## config.mk

```make
export PLATFORM = sky130hd
export DESIGN_NAME = regfile_port_arbiter
export DESIGN_NICKNAME = d
export VERILOG_FILES = /design/src/rtl/rfarb_pkg.sv /design/src/rtl/rfarb_rr_grant.sv /design/src/rtl/regfile_port_arbiter.sv
export SDC_FILE = /design/constraint.sdc
export NUM_CORES = 1
export LEC_CHECK = 0
export ABC_CLOCK_PERIOD_IN_PS = 4300
export CAP_MARGIN = 20
export CORE_ASPECT_RATIO = 1.2
export CORE_MARGIN = 2
export CORE_UTILIZATION = 38
export DETAILED_ROUTE_END_ITERATION = 16
export PLACE_DENSITY = 0.84
export SYNTH_ARGS = -nofsm -noshare
export SYNTH_HDL_FRONTEND = slang
export SYNTH_SLANG_ARGS = --single-unit
```

## constraint.sdc

```tcl
create_clock -name clk -period 4.3 [get_ports clk]
set_clock_uncertainty 0.2 [all_clocks]
set_input_delay 0.86 -clock clk [delete_from_list [all_inputs] [get_ports clk]]
set_output_delay 0.86 -clock clk [all_outputs]
set_load 0.05 [all_outputs]
```

## src/rtl/rfarb_pkg.sv

```systemverilog
// Shared types and defaults for the two-requester register-file port arbiter.
package rfarb_pkg;

  localparam int DEF_DATA_W   = 32;
  localparam int DEF_ADDR_W   = 2;
  localparam int DEF_MAX_LOCK = 4;

  localparam logic REQ_A = 1'b0;
  localparam logic REQ_B = 1'b1;

  typedef enum logic [1:0] {
    ARB_IDLE   = 2'd0,
    ARB_LOCK_A = 2'd1,
    ARB_LOCK_B = 2'd2
  } arb_state_e;

endpackage

```

## src/rtl/rfarb_rr_grant.sv

```systemverilog
// Combinational 2-way write grant: the lock owner only while locked, else a lone
// requester, else the round-robin pointer's side on contention.
module rfarb_rr_grant
  import rfarb_pkg::*;
(
  input  logic       req_a_i,
  input  logic       req_b_i,
  input  logic       rr_ptr_i,
  input  arb_state_e state_i,
  output logic       gnt_a_o,
  output logic       gnt_b_o
);

  always_comb begin
    gnt_a_o = 1'b0;
    gnt_b_o = 1'b0;
    case (state_i)
      ARB_LOCK_A: gnt_a_o = req_a_i;
      ARB_LOCK_B: gnt_b_o = req_b_i;
      default: begin
        if (req_a_i && req_b_i) begin
          gnt_a_o = (rr_ptr_i == REQ_A);
          gnt_b_o = (rr_ptr_i == REQ_B);
        end else begin
          gnt_a_o = req_a_i;
          gnt_b_o = req_b_i;
        end
      end
    endcase
  end

endmodule

```

## src/rtl/regfile_port_arbiter.sv

```systemverilog
// Shares a 2R/1W register file between A and B: reads in parallel (1-cycle registered response),
// writes round-robin with bounded lock; losers stall on ready=0. RFARB_BYPASS_EN forwards same-cycle writes to reads.
module regfile_port_arbiter
  import rfarb_pkg::*;
#(
  parameter int DATA_W   = DEF_DATA_W,
  parameter int ADDR_W   = DEF_ADDR_W,
  parameter int MAX_LOCK = DEF_MAX_LOCK
) (
  input  logic              clk,
  input  logic              rst,
  input  logic              a_valid,
  output logic              a_ready,
  input  logic              a_wr,
  input  logic              a_lock,
  input  logic [ADDR_W-1:0] a_addr,
  input  logic [DATA_W-1:0] a_wdata,
  output logic              a_rvalid,
  output logic [DATA_W-1:0] a_rdata,
  input  logic              b_valid,
  output logic              b_ready,
  input  logic              b_wr,
  input  logic              b_lock,
  input  logic [ADDR_W-1:0] b_addr,
  input  logic [DATA_W-1:0] b_wdata,
  output logic              b_rvalid,
  output logic [DATA_W-1:0] b_rdata,
  output logic [ADDR_W-1:0] rf_rs1,
  output logic [ADDR_W-1:0] rf_rs2,
  input  logic [DATA_W-1:0] rf_read1,
  input  logic [DATA_W-1:0] rf_read2,
  output logic              rf_wr,
  output logic [ADDR_W-1:0] rf_waddr,
  output logic [DATA_W-1:0] rf_wdata
);

  localparam int              CNT_W   = $clog2(MAX_LOCK + 1);
  localparam logic [CNT_W-1:0] MAX_CNT = CNT_W'(MAX_LOCK);

  arb_state_e        state_q;
  logic              rr_ptr_q;
  logic [CNT_W-1:0]  lock_cnt_q;
  logic [CNT_W-1:0]  lock_cnt_d;
  logic              a_rvalid_q, b_rvalid_q;
  logic [DATA_W-1:0] a_rdata_q, b_rdata_q;

  logic              wreq_a, wreq_b, rd_a, rd_b;
  logic              gnt_a, gnt_b;
  logic              win_lock, own_gnt, own_lock;
  logic [DATA_W-1:0] rd_dat_a, rd_dat_b;

  // Everything is qualified by !rst so the block is silent while held in reset.
  assign wreq_a = a_valid & a_wr & ~rst;
  assign wreq_b = b_valid & b_wr & ~rst;
  assign rd_a   = a_valid & ~a_wr & ~rst;
  assign rd_b   = b_valid & ~b_wr & ~rst;

  rfarb_rr_grant u_grant (
    .req_a_i  (wreq_a),
    .req_b_i  (wreq_b),
    .rr_ptr_i (rr_ptr_q),
    .state_i  (state_q),
    .gnt_a_o  (gnt_a),
    .gnt_b_o  (gnt_b)
  );

  assign a_ready  = rd_a | gnt_a;
  assign b_ready  = rd_b | gnt_b;
  assign rf_rs1   = rst ? '0 : a_addr;
  assign rf_rs2   = rst ? '0 : b_addr;
  assign rf_wr    = gnt_a | gnt_b;
  assign rf_waddr = gnt_a ? a_addr  : (gnt_b ? b_addr  : '0);
  assign rf_wdata = gnt_a ? a_wdata : (gnt_b ? b_wdata : '0);

`ifdef RFARB_BYPASS_EN
  assign rd_dat_a = (rf_wr && (rf_waddr == a_addr)) ? rf_wdata : rf_read1;
  assign rd_dat_b = (rf_wr && (rf_waddr == b_addr)) ? rf_wdata : rf_read2;
`else
  assign rd_dat_a = rf_read1;
  assign rd_dat_b = rf_read2;
`endif

  assign win_lock   = gnt_a ? a_lock : b_lock;
  assign own_gnt    = (state_q == ARB_LOCK_A) ? gnt_a  : gnt_b;
  assign own_lock   = (state_q == ARB_LOCK_A) ? a_lock : b_lock;
  assign lock_cnt_d = lock_cnt_q + CNT_W'(1);

  always_ff @(posedge clk) begin
    if (rst) begin
      state_q    <= ARB_IDLE;
      rr_ptr_q   <= REQ_A;
      lock_cnt_q <= '0;
    end else begin
      case (state_q)
        ARB_IDLE: begin
          if (gnt_a || gnt_b) begin
            if (wreq_a && wreq_b) rr_ptr_q <= gnt_a ? REQ_B : REQ_A;
            if (win_lock) begin
              // A one-grant lock budget is exhausted by the entry grant itself.
              if (MAX_LOCK > 1) begin
                state_q    <= gnt_a ? ARB_LOCK_A : ARB_LOCK_B;
                lock_cnt_q <= CNT_W'(1);
              end else begin
                rr_ptr_q <= gnt_a ? REQ_B : REQ_A;
              end
            end
          end
        end
        ARB_LOCK_A, ARB_LOCK_B: begin
          if (own_gnt && own_lock && (lock_cnt_d != MAX_CNT)) begin
            lock_cnt_q <= lock_cnt_d;
          end else begin
            state_q    <= ARB_IDLE;
            lock_cnt_q <= '0;
            rr_ptr_q   <= (state_q == ARB_LOCK_A) ? REQ_B : REQ_A;
          end
        end
        default: begin
          state_q    <= ARB_IDLE;
          lock_cnt_q <= '0;
        end
      endcase
    end
  end

  always_ff @(posedge clk) begin
    if (rst) begin
      a_rvalid_q <= 1'b0;
      b_rvalid_q <= 1'b0;
      a_rdata_q  <= '0;
      b_rdata_q  <= '0;
    end else begin
      a_rvalid_q <= rd_a;
      b_rvalid_q <= rd_b;
      if (rd_a) a_rdata_q <= rd_dat_a;
      if (rd_b) b_rdata_q <= rd_dat_b;
    end
  end

  assign a_rvalid = a_rvalid_q & ~rst;
  assign b_rvalid = b_rvalid_q & ~rst;
  assign a_rdata  = rst ? '0 : a_rdata_q;
  assign b_rdata  = rst ? '0 : b_rdata_q;

endmodule

```

Yosys cells after proc, flatten, opt, wreduce, memory -nomap -nowiden

Cells that the tools add are included.

Bits in registers: 72
Input port bits: 140
Output and inout port bits: 107
Word-level logic and storage cells: 72

Add/sub/neg operators: 1
Equal/unequal tests: 7
Mux-type cells: 30
Bitwise gates (word level): 17
Reductions and logical operators: 10

Operators with widths:

| operator                                       | number |
|---|---|
| two-way mux 32 bit                             | 4 |
| two-way mux 2 bit                              | 8 |
| bitwise AND 1 bit                              | 10 |
| two-way mux 1 bit                              | 10 |
| two-way mux 3 bit                              | 3 |
| inequality test 2 bit (second input constant)  | 4 |
| one-hot mux 1 bit (2 select lines)             | 3 |
| one-hot mux 3 bit (2 select lines)             | 1 |
| inverter 1 bit                                 | 4 |
| one-hot mux 2 bit (2 select lines)             | 1 |
| AND reduction 4 bit                            | 1 |
| adder 3 x 1 -> 3 bit (second input constant)   | 1 |
| logical AND 1 bit                              | 3 |
| inequality test 3 bit (second input constant)  | 1 |
| bitwise OR 1 bit                               | 3 |
| AND reduction 3 bit                            | 1 |
| == test 2 x 1 -> 1 bit (second input constant) | 1 |
| == test 2 bit (second input constant)          | 1 |
| zero test 2 bit                                | 1 |
| AND reduction 2 bit                            | 1 |
| nonzero test 2 bit                             | 1 |
| OR reduction 2 bit                             | 1 |
| logical OR 1 bit                               | 1 |

Longest topological paths before layout

Gate-level depths: netlist of the first run.

Depth in word-level cells: 10
Depth in mapped cells: 9
Mapped depth without buffers: 7

By module

From an unflattened synthesis of the first run, not the netlist that was laid out.

Cell total of the unflattened synthesis: 325
Area total of the unflattened synthesis: 3425.8 µm²

Modules (own cells, without submodules):

| module               | instances | cells an instance | area each (µm²) | seq. area each (µm²) |
|---|---|---|---|---|
| regfile_port_arbiter | 1         | 316               | 3367.0          | 1441.4 |
| rfarb_rr_grant       | 1         | 9                 | 58.8            | 0.0 |

Worst setup path before layout of the first run

OpenSTA, ideal clock, no wires.

Kind: in2out
Start point: in b_valid
End point: out rf_wr
Data arrival time: 2.583 ns
Data required time: 3.240 ns
Setup slack: 0.657 ns
Stages: 4
Path buffers: 1
Cells stage by stage: and4b_1 -> or3_1 -> buf_6 -> o21ai_0

Longest elaborated chain between the ends: 6
Elaborated cells between the ends (all ways): 8
Those cells by class: 4 x mux; 3 x bitwise; 1 x reduce/logical

Ends and longest elaborated chain:

| element                            | RTL line                   | source |
|---|---|---|
| start: declaration                 | regfile_port_arbiter.sv:20 | `input logic b_valid,` |
| bitwise AND 1 bit (*) (2 in a row) | regfile_port_arbiter.sv:54 | `assign wreq_b = b_valid & b_wr & ~rst;` |
| logical AND 1 bit                  | rfarb_rr_grant.sv:21       | `if (req_a_i && req_b_i) begin` |
| two-way mux 1 bit                  | rfarb_rr_grant.sv:21       |  |
| one-hot mux 1 bit (2 select lines) | rfarb_rr_grant.sv:17       | `case (state_i)` |
| bitwise OR 1 bit (*)               | regfile_port_arbiter.sv:71 | `assign rf_wr = gnt_a \| gnt_b;` |
| end: declaration                   | regfile_port_arbiter.sv:32 | `output logic rf_wr,` |

Mark *: on every way between the ends. The rest lies on a longest branch, timed or not.

Worst setup path after layout of the first run

Start point: in a_wr
End point: out rf_wdata[17]

Longest elaborated chain between the ends: 7
Elaborated cells between the ends (all ways): 9
Those cells by class: 6 x mux; 2 x bitwise; 1 x reduce/logical

Ends and longest elaborated chain:

| element                            | RTL line                   | source |
|---|---|---|
| start: declaration                 | regfile_port_arbiter.sv:14 | `input logic a_wr,` |
| bitwise AND 1 bit (*) (2 in a row) | regfile_port_arbiter.sv:53 | `assign wreq_a = a_valid & a_wr & ~rst;` |
| logical AND 1 bit                  | rfarb_rr_grant.sv:21       |  |
| two-way mux 1 bit                  | rfarb_rr_grant.sv:21       |  |
| one-hot mux 1 bit (2 select lines) | rfarb_rr_grant.sv:17       |  |
| two-way mux 32 bit                 | regfile_port_arbiter.sv:73 | `assign rf_wdata = gnt_a ? a_wdata : (gnt_b ? b_wdata : '0);` |
| two-way mux 32 bit (*)             | regfile_port_arbiter.sv:73 |  |
| end: declaration                   | regfile_port_arbiter.sv:34 | `output logic [DATA_W-1:0] rf_wdata` |

Marks and branches as above.

==> flow_metrics.tcl, run 1 <==
set metrics [dict create \
    run_status "finished, final reports clean" \
    switching_share_of_power_pct 29.2 \
    clk_transition_reported_paths_ns 0.06 \
    die_height_um 109 \
    clkLatencyLatePin_ns 0.35 \
    tns_ns 0 \
    maxSlewHeadroom_pct 60.5 \
    power.clock.fraction_pct 30.8 \
    synthDistinctLibCells 37 \
    areaGrowthSynthToFinish_pct 90.5 \
    tritoncts "done" \
    power.share.combinational_pct 31.1 \
    layout_worst_path_cycle_share_pct 95.6 \
    async_flop_share_pct 0 \
    ir_worst_vdd_mv 0.253 \
    dominant_cells_by_area_after_synthesis "dfxtp_1 41%, mux2_2 21%, nor2b_1 13%" \
    syn-mean-instance-area_um2 10.7 \
    setup-violations-final 0 \
    number_of_warning_messages_in_the_yosys_log 0 \
    number_of_design_rule_violations_left_after_detail_routing 0 \
    dpl.hpwl_mm 10.4 \
    fp.dieArea_mm2 0.00993 \
    endpoint_kind "output port" \
    drt_iter0_drc 166 \
    first_global_vias 3568 \
    hold_path_class "reg -> reg" \
    slew_violations 0 \
    row_count 38 \
    power.switching_uw 549 \
    crit_required_ns 3.24 \
    worstMarginPinSlew_ns 0.587 \
    dpl_worst_slack_ns 0.217 \
    grt_setup_unrepaired "false" \
    clock-sinks 72 \
    cap_violations 0 \
    clock_path_buffers 2 \
    power_uw 1880 \
    grt_antenna_before_repair 5 \
    htree_levels 3 \
    hold_viol 0 \
    grt_max_degree 53 \
    gp_congestion 0.886 \
    dpl-instance-area_mm2 0.00641 \
    arrival_ns 3.05 \
    cts.repair_timing.setup_buffer_count 0 \
    finalWorstSetupSlack_ns 0.189 \
    aggregate_global_routing_overflow 0 \
    timing.fmax_mhz 243 \
    post_cts.resized_instances 0 \
    internal_power_uw 1330 \
    share_of_layout_cells_above_drive_strength_1_pct 23.2 \
    layout.core_utilization_pct 73.7 \
    syn-cell-area_mm2 0.00348 \
    post_drt_via_cell_ratio 5.01 \
    synth_largest_area_cell "dfxtp_1" \
    netlist.area_leader.share_pct 41.5 \
    synth-edff-count 0 \
    power.density_cell_area_mw_per_mm2 283 \
    placement.io_buffers 246 \
    synth.top_cells.by_count "72 x dfxtp_1, 72 x nor2b_1, 64 x mux2_2, 34 x a22o_1, 10 x buf_2" \
    ys_seq_elements 72 \
    grtUsageTotal_pct 26.0 \
    timing.critical_path.fanout_max 24 \
    num_vias 3461 \
    p_seq_share_pct 38.0 \
    synthesis.nets 470 \
    yosys_most_used_dff "dfxtp_1" \
    fin_area_mm2 0.00662 \
    timing_worst_setup_path_type "in -> out" \
    initial_drt_pass_iterations 4 \
    power_leakage_uw 0.00263 \
    period_needed_ns 4.11 \
    initial_core_util_pct 38.7 \
    grt_first_pass_wirelength_mm 19.7 \
    cts_root_buf "clkbuf_8" \
    coreArea_mm2 0.00899 \
    fin_nets 711 \
    boundaryPins 247 \
    post_cts_hold_buffer_count 0 \
    seq_total_area_yosys_pct 41.5 \
    synthesis.instances 324 \
    drtAntennaViolNets 0 \
    drt-total-wl_mm 13.3 \
    cts_buffers 9 \
    detail_route.wl_per_cell_um 19.2 \
    chipWidth_um 91.3 \
    timing.critical_path.from_type "primary input" \
]
power by group through the flow:
stage               logic (uW)  clock network, uW  registers, uW
floorplan                  288                  0            725
global placement           575                  0            727
detailed placement         582                  0            728
CTS                        586                592            713
global route               609                616            717
finish                     585                579            713
through the flow:
step                      hold slack [ns]  instances
final                               0.312        691
after global routing                0.326        691
after CTS                           0.310        690
after detailed placement            0.294        674
after global placement              0.286        674
after floorplan                     0.275        324
state kept, by name, summed over array words and instances, names as in the netlist:
| signal | count |
|---|---|
| state_q | 2 |
| b_rdata_q | 32 |
| lock_cnt_q | 3 |
| b_rvalid_q | 1 |
| a_rvalid_q | 1 |
| a_rdata_q | 32 |
| rr_ptr_q | 1 |
metal layers:
layer / routed length (um) / global-route usage (%) / vias to the layer above
met4: 350 / 9.20 / 8
met3: 1500 / 12.5 / 32
li1: - / - / 1641
met5: 46 / 0 / -
met2: 6640 / 45.7 / 181
met1: 4730 / 27.1 / 1599
cells by family after synthesis:
logic type      Yosys count  synth area share [%]
buf+inv                  30                  4.68
simple gates             99                  18.0
mux                      64                  20.7
fa+ha+maj                 6                  2.16
compound gates           53                  13.0
flops                    72                  41.5
path summary, 6_finish.rpt:
path | from | endpoint | slack (ns) | depth (start not counted)
worst max-delay path | a_wr | rf_wdata[17] | 0.19 | 7
worst min-delay path | lock_cnt_q[2] | lock_cnt_q[2] | 0.31 | 1
worst max register to register | state_q[0] | state_q[1] | 1.68 | 7
worst min register to register | lock_cnt_q[2] | lock_cnt_q[2] | 0.31 | 1
layout by cell type, fill, tap and decap left out, drive strengths merged, types with 3 or more instances in the layout:
cell type      netlist  layout
clkbuf               8      11
mux2                64      64
nor2b               72      72
inv                  7       7
dfxtp               72      72
o21ai                3       3
nand2b               4       4
nand2                4       4
ha                   6       6
clkdlybuf4s50        0     208
a22o                34      34
buf                 15      45
nor3                 5       5
layout make-up:
type,instances,area (um^2)
timing repair buffer,253,2910
tap,120,150
clock buffer,11,131
multi-input combinational,222,1890
sequential,72,1440
clock inverter,5,81.3
antenna,1,2.50
fill,620,2360
inverter,7,26.3
worst max-delay path, stage by stage:
cell	delay, ns
clkdlybuf4s50_1	0.54
nand2_1	0.14
or3_1	0.53
and2_1	0.35
buf_12	0.23
a22o_1	0.24
buf_12	0.16
(Power assumes the default switching activity.)
==> inputs of run 2 (changes only) <==
--- a/config.mk
+++ b/config.mk
@@ -9,9 +9,10 @@
 export CAP_MARGIN = 20
 export CORE_ASPECT_RATIO = 1.2
 export CORE_MARGIN = 2
-export CORE_UTILIZATION = 38
+export CORE_UTILIZATION = 39
+export CTS_BUF_LIST = sky130_fd_sc_hd__clkbuf_8
 export DETAILED_ROUTE_END_ITERATION = 16
-export PLACE_DENSITY = 0.84
+export PLACE_DENSITY = 0.86
 export SYNTH_ARGS = -nofsm -noshare
 export SYNTH_HDL_FRONTEND = slang
 export SYNTH_SLANG_ARGS = --single-unit
==> run 2 against run 1 <==
Compared with the run above: core utilization increased by 2.7 points; routed wire length shrank 1.3%; worst setup slack better by 0.11 ns; die area down 2.5%; global-route usage rose by 0.36 points; clock-buffer cell count is 1 higher; clock power fell by 15%; non-clock buffer count unchanged; hold slack lost 0.0059 ns; highest routed layer is now met4.
==> flow_metrics.tcl, run 2 (synthesis gave the netlist of run 1 again) <==
set metrics [dict create \
    timing_worst_setup_path_type "in -> out" \
    grt_max_degree 45 \
    cts_buffers 9 \
    fillCellCount 602 \
    die_height_um 107 \
    groute.layer.met3.usage_pct 12.3 \
    htree_levels 3 \
    top_regs "a_rdata_q x32, b_rdata_q x32, lock_cnt_q x3" \
    min_to "lock_cnt_q[2]" \
    cts.repair_timing.setup_buffer_count 0 \
    cts_root_buf "clkbuf_8" \
    timing.critical_path.slowest_cell_delay_ns 0.54 \
    hold_viol 0 \
    drtAntennaViolNets 0 \
    dpl.hpwl_mm 10.3 \
    finish.cell_count_without_fillers 687 \
    fp.dieArea_mm2 0.00969 \
    grt.busiest_layer "met2" \
    grt_use_met1_pct 26.9 \
    clock-sinks 72 \
    tns_ns 0 \
    clock_path_buffers 2 \
    layout.core_utilization_pct 76.4 \
    clk_transition_reported_paths_ns 0.07 \
    initial_drt_pass_iterations 4 \
    slew_violations 0 \
    detail_route.wl_per_cell_um 19.0 \
    grt_setup_unrepaired "false" \
    initial_core_util_pct 40.4 \
    post_cts.resized_instances 0 \
    mostFrequentLayoutCell "clkdlybuf4s50_1" \
    gr-usage-met2_pct 46.6 \
    crit_required_ns 3.24 \
    maxSlewHeadroom_pct 62.6 \
    layout_worst_path_cycle_share_pct 93.0 \
    critical_path.cell_chain "clkdlybuf4s50_1 -> nand2_1 -> or3_1 -> and2_1 -> buf_4 -> a22o_1 -> buf_12" \
    row_count 37 \
    fin_nets 711 \
    num_vias 3452 \
    coreArea_mm2 0.00861 \
    clkLatencyLatePin_ns 0.35 \
    antennaDiodeCount 0 \
    chipWidth_um 90.2 \
    placement.io_buffers 246 \
    share_of_layout_cells_above_drive_strength_1_pct 23.3 \
    ff2ff_setup_slack_ns 1.73 \
    r2r_start "state_q[0]" \
    grt_antenna_before_repair 0 \
    drt_iter0_drc 114 \
    reg2reg_to "state_q[0]" \
    worstMarginPinSlew_ns 0.559 \
    post_cts_hold_buffer_count 0 \
    power.density_cell_area_mw_per_mm2 272 \
    dpl-instance-area_mm2 0.00639 \
    grtUsageTotal_pct 26.3 \
    first_global_vias 3607 \
    hold_path_class "reg -> reg" \
    boundaryPins 247 \
    dpl.cell_count 671 \
    arrival_ns 2.94 \
    holdPathStages 1 \
    grt_first_pass_wirelength_mm 19.6 \
    cap_violations 0 \
    endpoint_kind "output port" \
    setup-violations-final 0 \
    ir_worst_vdd_mv 0.245 \
    cp_slowest_cell "clkdlybuf4s50_1" \
    worst_r2r_path_depth 7 \
    run_status "finished, final reports clean" \
    aggregate_global_routing_overflow 0 \
    areaGrowthSynthToFinish_pct 89.1 \
    hold_start "lock_cnt_q[2]" \
    timing.critical_path.from_type "primary input" \
    drt-total-wl_mm 13.1 \
    power_leakage_uw 0.00262 \
    layout.cells.most_common_list "208 x clkdlybuf4s50_1, 72 x nor2b_1, 72 x dfxtp_1, 64 x mux2_2, 38 x buf_12" \
    gp_congestion 1.05 \
    period_needed_ns 4.00 \
    timing.critical_path.from "a_wr" \
    timing.fmax_mhz 250 \
    post_drt_via_cell_ratio 5.02 \
    number_of_design_rule_violations_left_after_detail_routing 0 \
    tritoncts "done" \
    fin_area_mm2 0.00658 \
    timing.critical_path.fanout_max 24 \
]
run 2: per-layer routing:
metal / up-vias / wire length (um)
li1: 1634 / -
met1: 1611 / 4740
met2: 181 / 6650
met3: 26 / 1300
met4: 0 / 392
met5: - / 0
run 2: metrics by stage:
step                      setup WS (ns)  total power, uW  hold slack, ns
after floorplan                   0.657             1010           0.275
after global placement            0.408             1300           0.286
after detailed placement          0.347             1310           0.293
after CTS                         0.341             1800           0.309
after global routing              0.244             1860           0.335
final                             0.300             1790           0.306
run 2: cell type report:
type | count | area [um^2] | share of cell area [%]
Timing Repair Buffer | 253 | 2890 | 44.0
Multi-Input combinational cell | 222 | 1890 | 28.7
Sequential cell | 72 | 1440 | 21.9
Clock buffer | 12 | 165 | 2.51
Tap cell | 117 | 146 | 2.23
Inverter | 7 | 26.3 | 0.400
Clock inverter | 4 | 18.8 | 0.285
run 2: how the worst max path moves through the flow:
stage               cells past startpoint            to
floorplan                               4         rf_wr
global placement                        7   rf_wdata[0]
detailed placement                      7  rf_wdata[24]
CTS                                     7  rf_wdata[24]
global route                            7  rf_wdata[24]
finish                                  7   rf_wdata[7]
run 2: critical path, delay by kind of cell:
family,cells,cell delay [ns]
buffers and inverters,3,0.92
AND/OR/NAND/NOR,3,0.90
AO/OA/AOI/OAI,1,0.25
run 2: power breakdown:
group / internal [uW] / total [uW] / switching (uW) / leakage (uW)
logic: 297 / 585 / 288 / 0.00193
clock network: 252 / 492 / 241 / 0.000103
registers: 703 / 713 / 9.48 / 0.000590
total: 1250 / 1790 / 539 / 0.00262
==> inputs of run 3 (changes only) <==
--- a/config.mk
+++ b/config.mk
@@ -13,6 +13,7 @@
 export CTS_BUF_LIST = sky130_fd_sc_hd__clkbuf_8
 export DETAILED_ROUTE_END_ITERATION = 16
 export PLACE_DENSITY = 0.86
+export REMOVE_ABC_BUFFERS = 1
 export SYNTH_ARGS = -nofsm -noshare
 export SYNTH_HDL_FRONTEND = slang
 export SYNTH_SLANG_ARGS = --single-unit
==> run 3 against run 2 <==
Compared with the run above: core utilization about the same; final area about the same; first-iteration DRC count up 75%; via count is 1.7% higher; sequential share of layout area hardly changed; fmax down 1.5%; clock-buffer cell count shrank 2; final cell count fell by 0.29%; total power up 1.7%; die area is the same; largest cell class unchanged; highest routed layer unchanged.
==> flow_metrics.tcl, run 3 (synthesis gave the netlist of run 1 again) <==
set metrics [dict create \
    mostFrequentLayoutCell "clkdlybuf4s50_1" \
    slew_violations 0 \
    post_cts_hold_buffer_count 0 \
    hold_start "lock_cnt_q[2]" \
    chipWidth_um 90.2 \
    post_drt_via_cell_ratio 5.12 \
    die_height_um 107 \
    power_leakage_uw 0.00261 \
    cts_buffers 9 \
    arrival_ns 3.00 \
    cts.repair_timing.setup_buffer_count 0 \
    r2r_start "state_q[0]" \
    initial_core_util_pct 40.4 \
    layout.cells.most_common_list "208 x clkdlybuf4s50_1, 72 x nor2b_1, 72 x dfxtp_1, 64 x mux2_2, 38 x buf_12" \
    grtUsageTotal_pct 28.9 \
    row_count 37 \
    crit_required_ns 3.24 \
    number_of_design_rule_violations_left_after_detail_routing 0 \
    post_cts.resized_instances 0 \
    drt-total-wl_mm 14.1 \
    timing_worst_setup_path_type "in -> out" \
    drtAntennaViolNets 0 \
    timing.critical_path.fanout_max 34 \
    detail_route.wl_per_cell_um 20.6 \
    aggregate_global_routing_overflow 0 \
    tritoncts "done" \
    grt_first_pass_wirelength_mm 21.2 \
    top_regs "a_rdata_q x32, b_rdata_q x32, lock_cnt_q x3" \
    hold_viol 0 \
    worst_r2r_path_depth 7 \
    power_uw 1820 \
    layout_worst_path_cycle_share_pct 94.4 \
    timing.critical_path.from "a_wr" \
    min_to "lock_cnt_q[2]" \
    initial_drt_pass_iterations 5 \
    htree_levels 3 \
    hold_path_class "reg -> reg" \
    boundaryPins 247 \
    clkLatencyLatePin_ns 0.35 \
    reg2reg_to "state_q[1]" \
    cap_violations 0 \
    antennaDiodeCount 0 \
    gp_congestion 0.959 \
    num_vias 3509 \
    holdPathStages 1 \
    placement.io_buffers 246 \
    coreArea_mm2 0.00861 \
    worstMarginPinSlew_ns 0.736 \
    clock-sinks 72 \
    drt_iter0_drc 199 \
    grt_max_degree 50 \
    areaGrowthSynthToFinish_pct 89.0 \
    cts_root_buf "clkbuf_8" \
    tns_ns 0 \
    share_of_layout_cells_above_drive_strength_1_pct 22.9 \
    setup-violations-final 0 \
    first_global_vias 3704 \
    run_status "finished, final reports clean" \
    timing.critical_path.from_type "primary input" \
    dpl.hpwl_mm 11.1 \
    clk_transition_reported_paths_ns 0.07 \
    timing.fmax_mhz 246 \
    ir_worst_vdd_mv 0.206 \
    endpoint_kind "output port" \
    fin_nets 710 \
    dpl_worst_slack_ns 0.270 \
    whs_ns 0.316 \
    finalWorstSetupSlack_ns 0.241 \
    ff2ff_setup_slack_ns 1.71 \
    fp.dieArea_mm2 0.00969 \
    maxSlewHeadroom_pct 50.9 \
    period_needed_ns 4.06 \
    power.density_cell_area_mw_per_mm2 277 \
    grt_setup_unrepaired "false" \
    grt_antenna_before_repair 2 \
    clock_path_buffers 2 \
]
[run 3: per-stage QoR]
stage	area (um^2)	utilization, %	instances
floorplan	3340	-	301
global placement	6380	74.2	670
detailed placement	6380	74.2	670
CTS	6570	76.3	685
global route	6570	76.3	685
finish	6570	76.3	685
[run 3: per-layer routing]
| metal | GRT usage [%] | part of all wire, % |
|---|---|---|
| met1 | 29.8 | 35 |
| met2 | 50.9 | 50 |
| met3 | 15.3 | 12 |
| met4 | 8.79 | 2.4 |
| met5 | 0 | 0 |
[run 3: final cells by class]
cell class | instances | area [um^2]
clock buffers | 10 | 138
clock inverters | 5 | 50.0
fillers | 608 | 2040
inverters | 7 | 26.3
multi-input cells | 222 | 1890
flip-flops and latches | 72 | 1440
well taps | 117 | 146
repair buffers | 252 | 2890
[run 3: worst max path at each step]
stage	slack (ns)	depth (start not counted)	to
3_3_place_gp	0.28	7	rf_wdata[22]
3_5_place_dp	0.27	7	rf_wdata[22]
5_1_grt	0.15	7	rf_wdata[22]
4_1_cts	0.25	7	rf_wdata[22]
6_report	0.24	7	rf_wdata[10]
2_1_floorplan	0.54	3	b_ready
[run 3: worst max-delay path, cell delays in order]
cell,delay (ns)
clkdlybuf4s50_1,0.53
nand2_1,0.14
or3_1,0.53
and2_1,0.21
buf_4,0.24
a22o_1,0.30
buf_12,0.18
[run 3: report_power, final]
group | total, uW | switching [uW] | internal [uW] | leakage, uW
combinational | 585 | 289 | 296 | 0.00192
clock | 522 | 246 | 276 | 0.000101
sequential | 713 | 10.2 | 703 | 0.000590
total | 1820 | 546 | 1270 | 0.00261
